[config.mk]
export PLATFORM = sky130hd
export DESIGN_NAME = mem_arbiter
export DESIGN_NICKNAME = d
export VERILOG_FILES = /design/src/rtl/mem_arbiter.sv
export SDC_FILE = /design/constraint.sdc
export NUM_CORES = 1
export LEC_CHECK = 0
export ABC_AREA = 0
export BUFFER_PORTS_ARGS = -buffer_cell sky130_fd_sc_hd__buf_2
export CORE_UTILIZATION = 35
export CTS_CLUSTER_DIAMETER = 80
export CTS_CLUSTER_SIZE = 10
export DETAILED_ROUTE_END_ITERATION = 16
export GPL_TIMING_DRIVEN = 0
export PLACE_DENSITY = 0.59
export SLEW_MARGIN = 0
export SYNTH_ARGS = -nofsm -noshare
export SYNTH_HDL_FRONTEND = slang
export SYNTH_SLANG_ARGS = --single-unit
export TNS_END_PERCENT = 20
[constraint.sdc]
create_clock -name clk -period 2.3 [get_ports clk]
set_input_delay 0.69 -clock clk [delete_from_list [all_inputs] [get_ports clk]]
set_output_delay 0.69 -clock clk [all_outputs]
set_load 0.01 [all_outputs]
[src/rtl/mem_arbiter.sv]
// Single-outstanding arbiter that shares one memory port between the IFU (read-only)
// and the LSU (load/store), with round-robin tie-break and a WAIT-phase timeout.
module mem_arbiter #(
    parameter int ADDR_W  = 32,
    parameter int DATA_W  = 32,
    parameter int TIMEOUT = 255
) (
    input  logic                  clk,
    input  logic                  rst,

    input  logic                  ifu_req_valid,
    output logic                  ifu_req_ready,
    input  logic [ADDR_W-1:0]     ifu_addr,
    output logic                  ifu_rsp_valid,
    output logic [DATA_W-1:0]     ifu_rdata,

    input  logic                  lsu_req_valid,
    output logic                  lsu_req_ready,
    input  logic [ADDR_W-1:0]     lsu_addr,
    input  logic                  lsu_wen,
    input  logic [DATA_W-1:0]     lsu_wdata,
    input  logic [DATA_W/8-1:0]   lsu_wmask,
    output logic                  lsu_rsp_valid,
    output logic [DATA_W-1:0]     lsu_rdata,

    output logic                  mem_req_valid,
    input  logic                  mem_req_ready,
    output logic [ADDR_W-1:0]     mem_addr,
    output logic                  mem_wen,
    output logic [DATA_W-1:0]     mem_wdata,
    output logic [DATA_W/8-1:0]   mem_wmask,
    input  logic                  mem_rsp_valid,
    input  logic [DATA_W-1:0]     mem_rdata,

    output logic                  busy,
    output logic                  timeout_err
);

    localparam int                CNT_W       = $clog2(TIMEOUT + 1);
    localparam logic [CNT_W-1:0]  TIMEOUT_CNT = CNT_W'(TIMEOUT);
    localparam logic [DATA_W-1:0] ABORT_DATA  = DATA_W'(32'hDEAD_BEEF);
    localparam logic              OWNER_IFU   = 1'b0;
    localparam logic              OWNER_LSU   = 1'b1;

    typedef enum logic [1:0] {IDLE, REQ, WAIT, RESP} state_t;

    state_t                state_reg;
    logic                  owner_reg;
    logic                  last_owner_reg;
    logic [ADDR_W-1:0]     addr_reg;
    logic                  wen_reg;
    logic [DATA_W-1:0]     wdata_reg;
    logic [DATA_W/8-1:0]   wmask_reg;
    logic [CNT_W-1:0]      cnt_reg;
    logic [DATA_W-1:0]     ifu_rdata_reg;
    logic [DATA_W-1:0]     lsu_rdata_reg;
    logic                  ifu_rsp_reg;
    logic                  lsu_rsp_reg;
    logic                  timeout_reg;
    logic                  mem_req_reg;
    logic                  busy_reg;

    logic                  grant_ifu;
    logic                  grant_lsu;
    logic [CNT_W-1:0]      cnt_inc;
    logic                  abort_now;
    logic [DATA_W-1:0]     rsp_data;

    // Ready is gated by rst so nothing can be accepted while reset is held.
    always_comb begin
        grant_ifu = 1'b0;
        grant_lsu = 1'b0;
        if (rst && state_reg == IDLE) begin
            grant_ifu = ifu_req_valid && (!lsu_req_valid || last_owner_reg == OWNER_LSU);
            grant_lsu = lsu_req_valid && (!ifu_req_valid || last_owner_reg == OWNER_IFU);
        end
    end

    assign cnt_inc   = cnt_reg + CNT_W'(1);
    assign abort_now = !mem_rsp_valid && (cnt_inc == TIMEOUT_CNT);

    // A real response wins over an abort landing in the same cycle; stores return 0.
    always_comb begin
        rsp_data = ABORT_DATA;
        if (mem_rsp_valid) begin
            rsp_data = wen_reg ? '0 : mem_rdata;
        end
    end

    always_ff @(posedge clk or negedge rst) begin
        if (!rst) begin
            state_reg      <= IDLE;
            owner_reg      <= OWNER_IFU;
            last_owner_reg <= OWNER_LSU;
            addr_reg       <= '0;
            wen_reg        <= 1'b0;
            wdata_reg      <= '0;
            wmask_reg      <= '0;
            cnt_reg        <= '0;
            ifu_rdata_reg  <= '0;
            lsu_rdata_reg  <= '0;
            ifu_rsp_reg    <= 1'b0;
            lsu_rsp_reg    <= 1'b0;
            timeout_reg    <= 1'b0;
            mem_req_reg    <= 1'b0;
            busy_reg       <= 1'b0;
        end else begin
            ifu_rsp_reg <= 1'b0;
            lsu_rsp_reg <= 1'b0;
            timeout_reg <= 1'b0;
            case (state_reg)
                IDLE: begin
                    if (grant_ifu) begin
                        owner_reg   <= OWNER_IFU;
                        addr_reg    <= ifu_addr;
                        wen_reg     <= 1'b0;
                        wdata_reg   <= '0;
                        wmask_reg   <= '0;
                        mem_req_reg <= 1'b1;
                        busy_reg    <= 1'b1;
                        state_reg   <= REQ;
                    end else if (grant_lsu) begin
                        owner_reg   <= OWNER_LSU;
                        addr_reg    <= lsu_addr;
                        wen_reg     <= lsu_wen;
                        wdata_reg   <= lsu_wdata;
                        wmask_reg   <= lsu_wmask;
                        mem_req_reg <= 1'b1;
                        busy_reg    <= 1'b1;
                        state_reg   <= REQ;
                    end
                end
                REQ: begin
                    if (mem_req_ready) begin
                        mem_req_reg <= 1'b0;
                        cnt_reg     <= '0;
                        state_reg   <= WAIT;
                    end
                end
                WAIT: begin
                    if (mem_rsp_valid || abort_now) begin
                        if (owner_reg == OWNER_LSU) begin
                            lsu_rdata_reg <= rsp_data;
                            lsu_rsp_reg   <= 1'b1;
                        end else begin
                            ifu_rdata_reg <= rsp_data;
                            ifu_rsp_reg   <= 1'b1;
                        end
                        timeout_reg <= abort_now;
                        state_reg   <= RESP;
                    end
                    // Saturates at TIMEOUT because the abort leaves WAIT on that step.
                    if (!mem_rsp_valid) begin
                        cnt_reg <= cnt_inc;
                    end
                end
                RESP: begin
                    last_owner_reg <= owner_reg;
                    busy_reg       <= 1'b0;
                    state_reg      <= IDLE;
                end
                default: begin
                    state_reg <= IDLE;
                end
            endcase
        end
    end

    assign ifu_req_ready = grant_ifu;
    assign lsu_req_ready = grant_lsu;
    assign ifu_rsp_valid = ifu_rsp_reg;
    assign ifu_rdata     = ifu_rdata_reg;
    assign lsu_rsp_valid = lsu_rsp_reg;
    assign lsu_rdata     = lsu_rdata_reg;
    assign mem_req_valid = mem_req_reg;
    assign mem_addr      = addr_reg;
    assign mem_wen       = wen_reg;
    assign mem_wdata     = wdata_reg;
    assign mem_wmask     = wmask_reg;
    assign busy          = busy_reg;
    assign timeout_err   = timeout_reg;

endmodule

==> flow_metrics.env <==
export IMPL_flow_area_growth_from_synthesis_pct=39.31
export IMPL_p_total_uw=12280
export IMPL_maximum_vdd_ir_drop_uv=688.1
export IMPL_most_common_library_cell_in_the_layout_ignoring_fill_and_taps="buf_2"
export IMPL_global_route_usage_total_pct=21.75
export IMPL_crit_arrival_ps=1550
export IMPL_globalRoute_totalOverflow=0
export IMPL_syn_inst=531
export IMPL_p_per_area_nw_per_um2=1388
export IMPL_grt_setup_unrepaired="true"
export IMPL_post_syn_area_um2=6350
export IMPL_drt_wl_total_mm=19.91
export IMPL_finish_net_count=985
export IMPL_gp_routability_congestion=0.8049
export IMPL_cts_made_buffers=17
export IMPL_drt_met1_wl_mm=8.580
export IMPL_io_pins=279
export IMPL_finalClockSkew_ps=10.04
export IMPL_finalSetupViolCount=0
export IMPL_dr_first_iter_drc_count=213
export IMPL_met2RoutedLength_mm=9.311
export IMPL_antenna_cells_inserted=0
export IMPL_final_util_pct=50.62
export IMPL_ant_nets=0
export IMPL_cts_root_buf="clkbuf_16"
export IMPL_min_delay_path_class="input port to async pin"
export IMPL_clock_transition_at_path_regs_ps=70
export IMPL_timing_final_max_slew_violations=0
export IMPL_clock_latency_ps=420
export IMPL_worstSetupPathType="input port to primary output"
export IMPL_dp_hpwl_mm=13.93
export IMPL_finalCriticalPeriod_ps=2236
export IMPL_floorplan_initialDensity_pct=36.33
export IMPL_met3WireLength_mm=1.777
export IMPL_die_y_um=136.7
export IMPL_synth_yosys_seq_area_share_pct=59.13
export IMPL_startpoint_type="input port"
export IMPL_area_taken_by_multi_input_logic_gates_um2=2371
export IMPL_design_core_area_um2=17480
export IMPL_critPathCaptureType="primary output"
export IMPL_route_detailed_drc=0
export IMPL_drive_gt1_share_pct=44.25
export IMPL_grt_pass1_vias=5425
export IMPL_worst_pin_slew_ps=731.9
export IMPL_ys_seq_elements=150
export IMPL_drtPass1Iterations=4
export IMPL_stdcell_area_um2=8846
export IMPL_achievable_frequency_mhz=447.3
export IMPL_n_fill_cell=1650
export IMPL_worst_ep_required_time_ps=1610
export IMPL_buffer_ports_inserted=277
export IMPL_post_drt_wl_per_cell_um=18.48
export IMPL_cts_max_level=4
export IMPL_final_min_period_over_clock_period_pct=97.20
export IMPL_dieArea_um2=18690
export IMPL_cap_viol_max_count=0
export IMPL_p_leak_uw=0.004478
export IMPL_cts_hold_buf=0
export IMPL_syn_nets=677
export IMPL_placed_area_um2=8055
export IMPL_detail_route_vias_per_cell=4.992
export IMPL_via_count=5376
export IMPL_rows=48
export IMPL_clock_sinks=150
export IMPL_number_of_distinct_library_cells_after_synthesis=43
export IMPL_max_clock_path_buffers=2
export IMPL_final_cell_mix="buf_2 (280), dfrtp_1 (149), nand2_1 (80)"
export IMPL_timing_final_hold_violations=0
export IMPL_mapped_avg_cell_area_um2=11.96
export IMPL_tritoncts="done"
export IMPL_antenna_violations_before_repair=3
export IMPL_register_area_um2=3755
export IMPL_fp_dieW_um=136.7
export IMPL_critical_path_peak_fanout=19
export IMPL_highest_layer="met5"
export IMPL_outcome="completed"
export IMPL_grt_first_pass_wirelength_mm=30.26
export IMPL_worst_slew_margin_rel_pct=51.21
export IMPL_grt_max_degree=61
export IMPL_synthesis_yosys_warnings=0
-- cell type report --
type,instances,area share [%]
flip-flops and latches,150,42.45
clock inverters,14,1.273
inverters,9,0.5516
well taps,225,3.182
repair buffers,289,18.35
clock buffers,18,4.965
multi-input cells,333,26.80
plain buffers,39,2.433
-- per-stage QoR --
step	hold WS (ps)	worst slack [ps]	setup TNS, ps	std cells
floorplan	394.4	147.9	0	531
global placement	481.1	-4326	-552350	1033
detailed placement	479.7	-1580	-67220	1034
CTS	70.33	27.26	0	1077
global route	67.06	-52.59	-89.11	1077
finish	83.24	64.45	0	1077
-- kinds of logic (layout without fill, tap and decap cells) --
logic type	count (synthesis)	count (layout)	synth area share, %
flops	150	150	59.13
buf+inv	48	369	3.823
fa+ha+maj	7	7	1.379
mux	3	3	0.5320
simple gates	143	143	9.596
compound gates	178	178	25.26
xor+xnor	2	2	0.2759
-- where the power goes --
part	internal, uW	leakage [uW]	switching (uW)
sequential	3930	0.00183	773
combinational	2400	0.00238	2560
clock	1430	0.000262	1190
total	7760	0.00448	4520
-- path summary, 6_finish.rpt --
kind / depth (start not counted) / slack [ps] / startpoint / to
worst max-delay path: 7 / 60 / rst / lsu_req_ready
worst min register to register: 1 / 500 / mem_wmask[1]$_DFFE_PN0P_ / mem_wmask[1]$_DFFE_PN0P_
worst max register to register: 8 / 200 / cnt_reg[0]$_DFFE_PN0P_ / ifu_rdata[6]$_DFFE_PN0P_
max in group asynchronous: 2 / 1510 / rst / last_owner_reg$_DFFE_PN1P_
min in group clk: 2 / 490 / lsu_wmask[1] / mem_wmask[1]$_DFFE_PN0P_
worst min-delay path: 1 / 80 / rst / mem_wdata[5]$_DFFE_PN0P_
-- per-layer routing --
| metal | vias up | track usage, % |
|---|---|---|
| met5 | - | 0 |
| met4 | 6 | 5.802 |
| met3 | 20 | 7.630 |
| met2 | 212 | 35.14 |
| met1 | 2586 | 27.55 |
| li1 | 2552 | - |
-- worst max-delay path, stage by stage --
cell and delay (ps):
buf_16 150, buf_16 170, nand4_1 110, buf_6 150, inv_6 50, buf_8 90
buf_2 120
-- timing repair --
action | CTS | global route
gates cloned | 4 | 0
pin swaps | 1 | 0
endpoints found under the setup margin | 74 | 32
buffers inserted | 7 | 0
gates resized for setup | 13 | 8
endpoints found under the hold margin | 0 | 0
-- Yosys cell counts --
cell       count  share of area (%)
a21boi_0      24                2.8
a21o_1         3               0.35
a21oi_1        2               0.16
a22o_1        58                8.0
a2bb2oi_1     20                2.8
a2bb2oi_2     28                6.6
a31oi_1       32                3.2
a32oi_1        1               0.14
and2_1         1              0.099
and3_1         3               0.30
buf_1          9               0.53
buf_12         2               0.63
buf_2          4               0.32
buf_6          2               0.35
clkbuf_1      22                1.3
clkinv_4       1               0.14
dfrtp_1      149                 59
dfstp_2        1               0.41
ha_1           7                1.4
inv_1          6               0.35
inv_2          1              0.059
inv_6          1               0.14
mux2_2         3               0.53
nand2_1       80                4.7
nand2_4        2               0.35
nand2b_1       3               0.30
nand3_1        3               0.24
nand4_1        1              0.099
nand4b_1       2               0.28
nor2_1        38                2.2
nor2b_1        2               0.20
nor3_1         6               0.47
o2111ai_1      1               0.14
o211ai_1       2               0.24
o21ai_0        3               0.24
o21ai_1        1              0.079
o21bai_4       1               0.30
o221ai_1       1               0.14
o31ai_1        1               0.12
or3_4          1               0.18
or4_1          1               0.12
xnor2_1        1               0.14
xor2_1         1               0.14
No activity file was read; power rests on OpenSTA's default activity.
